$ cat src/rtl/mult_f32_seq.sv
// Sequential float32 multiplier. The 24x24 mantissa product is built one bit
// per cycle by shift-and-add, then normalized and rounded to nearest even.
// Denormal inputs are flushed to zero and there are no denormal outputs.
//
// state   | meaning
// --------+------------------------------------------------------------
// IDLE    | waiting for start; holds m/rdy from the previous operation
// SPECIAL | zero/Inf/NaN operand; publish precomputed result next edge
// MULT    | 24 shift-add iterations into the 48-bit accumulator
// NORM    | normalize, round, range-check the exponent
// DONE    | publish result, raise rdy, drop busy
module mult_f32_seq (
  input  logic        clk,
  input  logic        rst,
  input  logic        start,
  input  logic [31:0] a,
  input  logic [31:0] b,
  output logic        busy,
  output logic        rdy,
  output logic [31:0] m
);

  typedef enum logic [2:0] {S_IDLE, S_SPECIAL, S_MULT, S_NORM, S_DONE} state_t;

  state_t             r_state;
  state_t             w_next;
  logic [47:0]        r_acc;
  logic [47:0]        r_ma;
  logic [23:0]        r_mb;
  logic [4:0]         r_cnt;
  logic signed [9:0]  r_exp;
  logic               r_sign;
  logic [31:0]        r_res;
  logic               r_busy;
  logic               r_rdy;
  logic [31:0]        r_m;

  logic               w_sign;
  logic               w_a_zero, w_b_zero, w_a_inf, w_b_inf, w_a_nan, w_b_nan;
  logic               w_is_special;
  logic [31:0]        w_spec_res;

  logic               w_hi;
  logic [22:0]        w_mant;
  logic               w_guard, w_sticky, w_round_up;
  logic [23:0]        w_mant_r;
  logic signed [9:0]  w_exp_r;
  logic [31:0]        w_norm_res;

  assign busy = r_busy;
  assign rdy  = r_rdy;
  assign m    = r_m;

  // Operand classification on the live inputs, used only at the start edge
  always_comb begin
    w_sign       = a[31] ^ b[31];
    w_a_zero     = (a[30:23] == 8'h00);
    w_b_zero     = (b[30:23] == 8'h00);
    w_a_inf      = (a[30:23] == 8'hFF) && (a[22:0] == 23'h0);
    w_b_inf      = (b[30:23] == 8'hFF) && (b[22:0] == 23'h0);
    w_a_nan      = (a[30:23] == 8'hFF) && (a[22:0] != 23'h0);
    w_b_nan      = (b[30:23] == 8'hFF) && (b[22:0] != 23'h0);
    w_is_special = w_a_zero || w_b_zero || (a[30:23] == 8'hFF) || (b[30:23] == 8'hFF);
    w_spec_res   = {w_sign, 31'h0};
    if (w_a_nan || w_b_nan || (w_a_inf && w_b_zero) || (w_a_zero && w_b_inf))
      w_spec_res = 32'h7FC00000;
    else if (w_a_inf || w_b_inf)
      w_spec_res = {w_sign, 8'hFF, 23'h0};
  end

  // Normalize and round the finished accumulator; carry out of the rounded
  // mantissa bumps the exponent and leaves the stored fraction at zero
  always_comb begin
    w_hi       = r_acc[47];
    w_mant     = w_hi ? r_acc[46:24] : r_acc[45:23];
    w_guard    = w_hi ? r_acc[23]    : r_acc[22];
    w_sticky   = w_hi ? (|r_acc[22:0]) : (|r_acc[21:0]);
    w_round_up = w_guard && (w_sticky || w_mant[0]);
    w_mant_r   = {1'b0, w_mant} + {23'h0, w_round_up};
    w_exp_r    = r_exp + $signed({9'h0, w_hi}) + $signed({9'h0, w_mant_r[23]});
    if (w_exp_r >= 10'sd255)
      w_norm_res = {r_sign, 8'hFF, 23'h0};
    else if (w_exp_r <= 10'sd0)
      w_norm_res = {r_sign, 31'h0};
    else
      w_norm_res = {r_sign, w_exp_r[7:0], w_mant_r[22:0]};
  end

  // State register
  always_ff @(posedge clk) begin
    if (rst) r_state <= S_IDLE;
    else     r_state <= w_next;
  end

  // Next-state logic
  always_comb begin
    w_next = r_state;
    case (r_state)
      S_IDLE:    if (start) w_next = w_is_special ? S_SPECIAL : S_MULT;
      S_SPECIAL: w_next = S_IDLE;
      S_MULT:    if (r_cnt == 5'd23) w_next = S_NORM;
      S_NORM:    w_next = S_DONE;
      S_DONE:    w_next = S_IDLE;
      default:   w_next = S_IDLE;
    endcase
  end

  // Datapath and registered outputs
  always_ff @(posedge clk) begin
    if (rst) begin
      r_acc  <= 48'h0;
      r_ma   <= 48'h0;
      r_mb   <= 24'h0;
      r_cnt  <= 5'd0;
      r_exp  <= 10'sd0;
      r_sign <= 1'b0;
      r_res  <= 32'h0;
      r_busy <= 1'b0;
      r_rdy  <= 1'b0;
      r_m    <= 32'h0;
    end else begin
      case (r_state)
        S_IDLE: begin
          if (start) begin
            r_sign <= w_sign;
            r_ma   <= {24'h0, 1'b1, a[22:0]};
            r_mb   <= {1'b1, b[22:0]};
            r_acc  <= 48'h0;
            r_cnt  <= 5'd0;
            r_exp  <= $signed({2'b00, a[30:23]}) + $signed({2'b00, b[30:23]}) - 10'sd127;
            r_res  <= w_spec_res;
            r_rdy  <= 1'b0;
            r_busy <= 1'b1;
          end
        end
        S_MULT: begin
          if (r_mb[0]) r_acc <= r_acc + r_ma;
          r_ma  <= r_ma << 1;
          r_mb  <= r_mb >> 1;
          r_cnt <= r_cnt + 5'd1;
        end
        S_NORM: r_res <= w_norm_res;
        S_SPECIAL, S_DONE: begin
          r_m    <= r_res;
          r_rdy  <= 1'b1;
          r_busy <= 1'b0;
        end
        default: ;
      endcase
    end
  end

endmodule

$ cat config.mk
export PLATFORM = sky130hd
export DESIGN_NAME = mult_f32_seq
export DESIGN_NICKNAME = d
export VERILOG_FILES = /design/src/rtl/mult_f32_seq.sv
export SDC_FILE = /design/constraint.sdc
export NUM_CORES = 1
export LEC_CHECK = 0
export BUFFER_PORTS_ARGS = -buffer_cell sky130_fd_sc_hd__buf_2
export CORE_UTILIZATION = 51
export DETAILED_ROUTE_END_ITERATION = 12
export PLACE_DENSITY = 0.7
export SYNTH_ARGS = -nofsm -noshare
export SYNTH_HDL_FRONTEND = slang
export SYNTH_SLANG_ARGS = --single-unit
$ cat constraint.sdc
create_clock -name clk -period 8.2 [get_ports clk]
set_clock_uncertainty 0.05 [all_clocks]
set_input_delay 1.64 -clock clk [delete_from_list [all_inputs] [get_ports clk]]
set_output_delay 1.64 -clock clk [all_outputs]
set_load 0.01 [all_outputs]
==> PnR_summary.wiki <==
{| class="wikitable"
! Metric !! Value
|-
| Fin. Hold Viols || 0
|-
| Most common library cell in the layout ignoring fill and taps || sky130_fd_sc_hd__nand2_1
|-
| Global-route usage over all layers || 24.6%
|-
| Transition time at the pin with the least slew margin || between 1 and 1.5 ns
|-
| Net count reported at finish || 1733
|-
| Fraction of layout instances using a drive strength above 1 || around 11%
|-
| Number of enable-type register cells in the synthesized netlist || 0
|-
| Antenna diode count || 0
|-
| Sequential-to-total area share from yosys stat || 34.3%
|-
| DR DRC count || 0
|-
| DRT Wirelength || 29700 um
|-
| Number of fillers in the final layout || about 2100
|-
| Deepest level of the CTS H-tree || 1
|-
| Syn Nets || between 1500 and 2000
|-
| P per Cell Area || ~180 mW/mm^2
|-
| Post-synthesis register bit count || about 210
|-
| Final RePlAce weighted congestion || 0.947
|-
| Worst Hold Class || reg -> reg
|-
| Clock root buffer || sky130_fd_sc_hd__clkbuf_16
|-
| Count of vias placed by the detailed router || roughly 11000
|-
| Clock tree from TritonCTS || done
|-
| Number of pins exceeding their max-slew limit in the final report || 0
|-
| Fin crit share || approximately 60%
|-
| Vias per cell || between 5 and 6
|-
| Largest buffer count on any clock path || 3
|-
| Synthesized instance count || approximately 1600
|-
| Initial antenna violation count || 1
|-
| Average cell area after synthesis || 7.64 um^2
|-
| Skew-Pair Late Insertion Delay || between 0.5 and 0.6 ns
|-
| Area growth from synthesis to layout || 11.8%
|-
| Async SR Flop Fraction || 0%
|-
| Core area || 0.0228 mm^2
|-
| Worst endpoint data arrival time || between 5 and 6 ns
|-
| Die Width || about 160 um
|-
| CTS Hold Bufs || 0
|-
| Commonest cells after routing, fill and taps aside || sky130_fd_sc_hd__nand2_1, sky130_fd_sc_hd__dfxtp_1, sky130_fd_sc_hd__nor2_1, sky130_fd_sc_hd__a21oi_1, sky130_fd_sc_hd__buf_2
|-
| Setup violations, final || 0
|-
| Slowest CP cell || sky130_fd_sc_hd__buf_4
|-
| Die footprint || ~0.024 mm^2
|-
| Maximum Capacitance Violations || 0
|-
| Count of routing violations after the opening detailed-route iteration || ~850
|-
| Unrepaired setup endpoints after global routing || false
|-
| Post-Place Cell Area || approximately 0.013 mm^2
|-
| Initial core utilization || a little over half
|-
| Total gr overflow || 0
|-
| Clock Sink Count || 205
|-
| Top Family by Delay on Critical Path || simple AND/OR/NAND/NOR gates
|-
| Crit Path Category || reg -> reg
|-
| Count of standard-cell rows || 55
|-
| Mapped cell area || 0.0120 mm^2
|-
| Leak || between 0.005 and 0.006 uW
|-
| Final Instance Area || approximately 0.013 mm^2
|-
| Crit path cell chain || buf_4 > and2_1 > a21oi_1 > nand3b_2 > nor4_4 > and3_1 > nand3_1 > fa_1 > inv_1 > ha_1 > nand3_2 > nor2_1 > xnor2_1 > nand3_1 > o31a_1 > o211ai_2 > a211oi_2 > buf_4 > a32oi_1 > nor2_1
|-
| Number of synthesis warnings || 0
|-
| Maximum clock frequency || 204 MHz
|-
| Routed length per instance || roughly 15 um
|-
| Detailed Routing Iterations Pass 1 || 5
|-
| Count of different cell masters after synthesis || 75
|-
| Total negative setup slack || 0 ns
|-
| Kind of start point of the critical path || flop
|-
| Port buffer count || 100
|-
| Commonest register cell after synthesis || sky130_fd_sc_hd__dfxtp_1
|-
| Slowest cell delay on critical path || 0.44 ns
|-
| Critical Path Fanout Max || 57
|-
| Worst IR Drop VDD || about 0.14 mV
|-
| Post-CTS setup buffer count || 0
|-
| Status || finished clean
|-
| Min Tclk post-route || roughly 4.9 ns
|-
| Vias in the first global route || 10000
|-
| Max-slew headroom || a little over 20%
|-
| Maximum number of pins on one net before global-route repair || approximately 100
|-
| Antenna-violating nets left || 0
|-
| Number of buffers inserted during clock tree synthesis || 23
|-
| Clock slew at reported path FFs || ~0.06 ns
|-
| Worst EP required || between 8 and 9 ns
|-
| First-pass GRT wire length || slightly below 50000 um
|-
| Die Y-Extent || ~160 um
|-
| Critical path buffers and inverters || 3
|-
| DPL Wire Length || between 20000 and 25000 um
|-
| Category of the worst setup path capture point || flop
|-
| Resize count post-CTS || 0
|-
| Io pins || just over 100
|}
-- logic make-up (layout without fill, tap and decap cells) --
kind of cell	Yosys count	in the layout	synth area share (%)
AND/OR/NAND/NOR	645	645	24.0
flip-flops	205	205	34.3
XOR/XNOR	65	65	4.76
AO/OA/AOI/OAI	432	432	23.9
adder cells (fa/ha/maj)	68	68	7.31
buffers and inverters	134	183	4.48
multiplexers	15	15	1.28
-- metal layers --
| metal | track usage, % | routed length, um |
|---|---|---|
| met4 | 7.02 | 692 |
| met1 | 34.9 | 14400 |
| met2 | 39.6 | 13000 |
| met5 | 0 | 0 |
| met3 | 2.56 | 1670 |
-- worst paths after layout --
| check | startpoint | end | slack [ns] | cells after the start |
|---|---|---|---|---|
| worst max-delay path | r_acc[47] | r_res[4] | 3.30 | 20 |
| worst min-delay path | m[15] | m[15] | 0.40 | 2 |
| worst max register to register | r_acc[47] | r_res[4] | 3.30 | 20 |
| worst min register to register | m[15] | m[15] | 0.40 | 2 |
-- final cells by class --
class	count	area (um^2)	area share [%]
Multi-Input combinational cell	1225	7340	54.9
Clock buffer	32	669	5.01
Sequential cell	205	4110	30.7
Clock inverter	8	148	1.10
Timing Repair Buffer	113	604	4.52
Inverter	30	113	0.842
Tap cell	313	392	2.93
-- through the flow --
| stage | total power (uW) | hold slack [ns] | util [%] | instances | setup slack, ns |
|---|---|---|---|---|---|
| floorplan | 1250 | 0.381 | - | 1564 | 4.23 |
| global placement | 1310 | 0.388 | 55.1 | 1886 | 3.48 |
| detailed placement | 1310 | 0.393 | 55.1 | 1886 | 3.35 |
| CTS | 2410 | 0.401 | 58.7 | 1926 | 3.33 |
| global route | 2490 | 0.415 | 58.7 | 1926 | 2.90 |
| finish | 2390 | 0.398 | 58.7 | 1926 | 3.30 |
-- worst register-to-register path: stages, from the launching register on --
cell	delay, ns
sky130_fd_sc_hd__dfxtp_2	0.31
sky130_fd_sc_hd__buf_4	0.44
sky130_fd_sc_hd__and2_1	0.24
sky130_fd_sc_hd__a21oi_1	0.05
sky130_fd_sc_hd__nand3b_2	0.27
sky130_fd_sc_hd__nor4_4	0.41
sky130_fd_sc_hd__and3_1	0.30
sky130_fd_sc_hd__nand3_1	0.16
sky130_fd_sc_hd__fa_1	0.42
sky130_fd_sc_hd__inv_1	0.09
sky130_fd_sc_hd__ha_1	0.24
sky130_fd_sc_hd__nand3_2	0.12
sky130_fd_sc_hd__nor2_1	0.26
sky130_fd_sc_hd__xnor2_1	0.18
sky130_fd_sc_hd__nand3_1	0.12
sky130_fd_sc_hd__o31a_1	0.26
sky130_fd_sc_hd__o211ai_2	0.24
sky130_fd_sc_hd__a211oi_2	0.08
sky130_fd_sc_hd__buf_4	0.22
sky130_fd_sc_hd__a32oi_1	0.21
sky130_fd_sc_hd__nor2_1	0.06
-- flip-flops by register name (all words and copies together), names as in the netlist --
signal,cells
r_acc,48
r_res,32
busy,1
m,32
r_exp,10
r_mb,24
r_ma,48
r_state,3
r_sign,1
r_cnt,5
rdy,1
-- power breakdown --
part	total (uW)	internal [uW]	switching (uW)
combinational	238	89.5	148
clock	1100	694	404
sequential	1060	1030	29.0
-- Yosys cell counts (22+ instances only) --
library cell               instances  area, um^2
sky130_fd_sc_hd__nand3_1          63         315
sky130_fd_sc_hd__xnor2_1          43         377
sky130_fd_sc_hd__a21o_1           25         188
sky130_fd_sc_hd__o21ai_0          54         270
sky130_fd_sc_hd__ha_1             65         813
sky130_fd_sc_hd__nand2_1         289        1080
sky130_fd_sc_hd__nor4_1           22         138
sky130_fd_sc_hd__clkbuf_1         77         289
sky130_fd_sc_hd__a21oi_1         154         771
sky130_fd_sc_hd__nor2_1          163         612
sky130_fd_sc_hd__xor2_1           22         193
sky130_fd_sc_hd__a22oi_1          48         360
sky130_fd_sc_hd__a311oi_1         54         473
sky130_fd_sc_hd__dfxtp_1         205        4100
sky130_fd_sc_hd__inv_1            29         109
No activity file was read; power rests on OpenSTA's default activity.
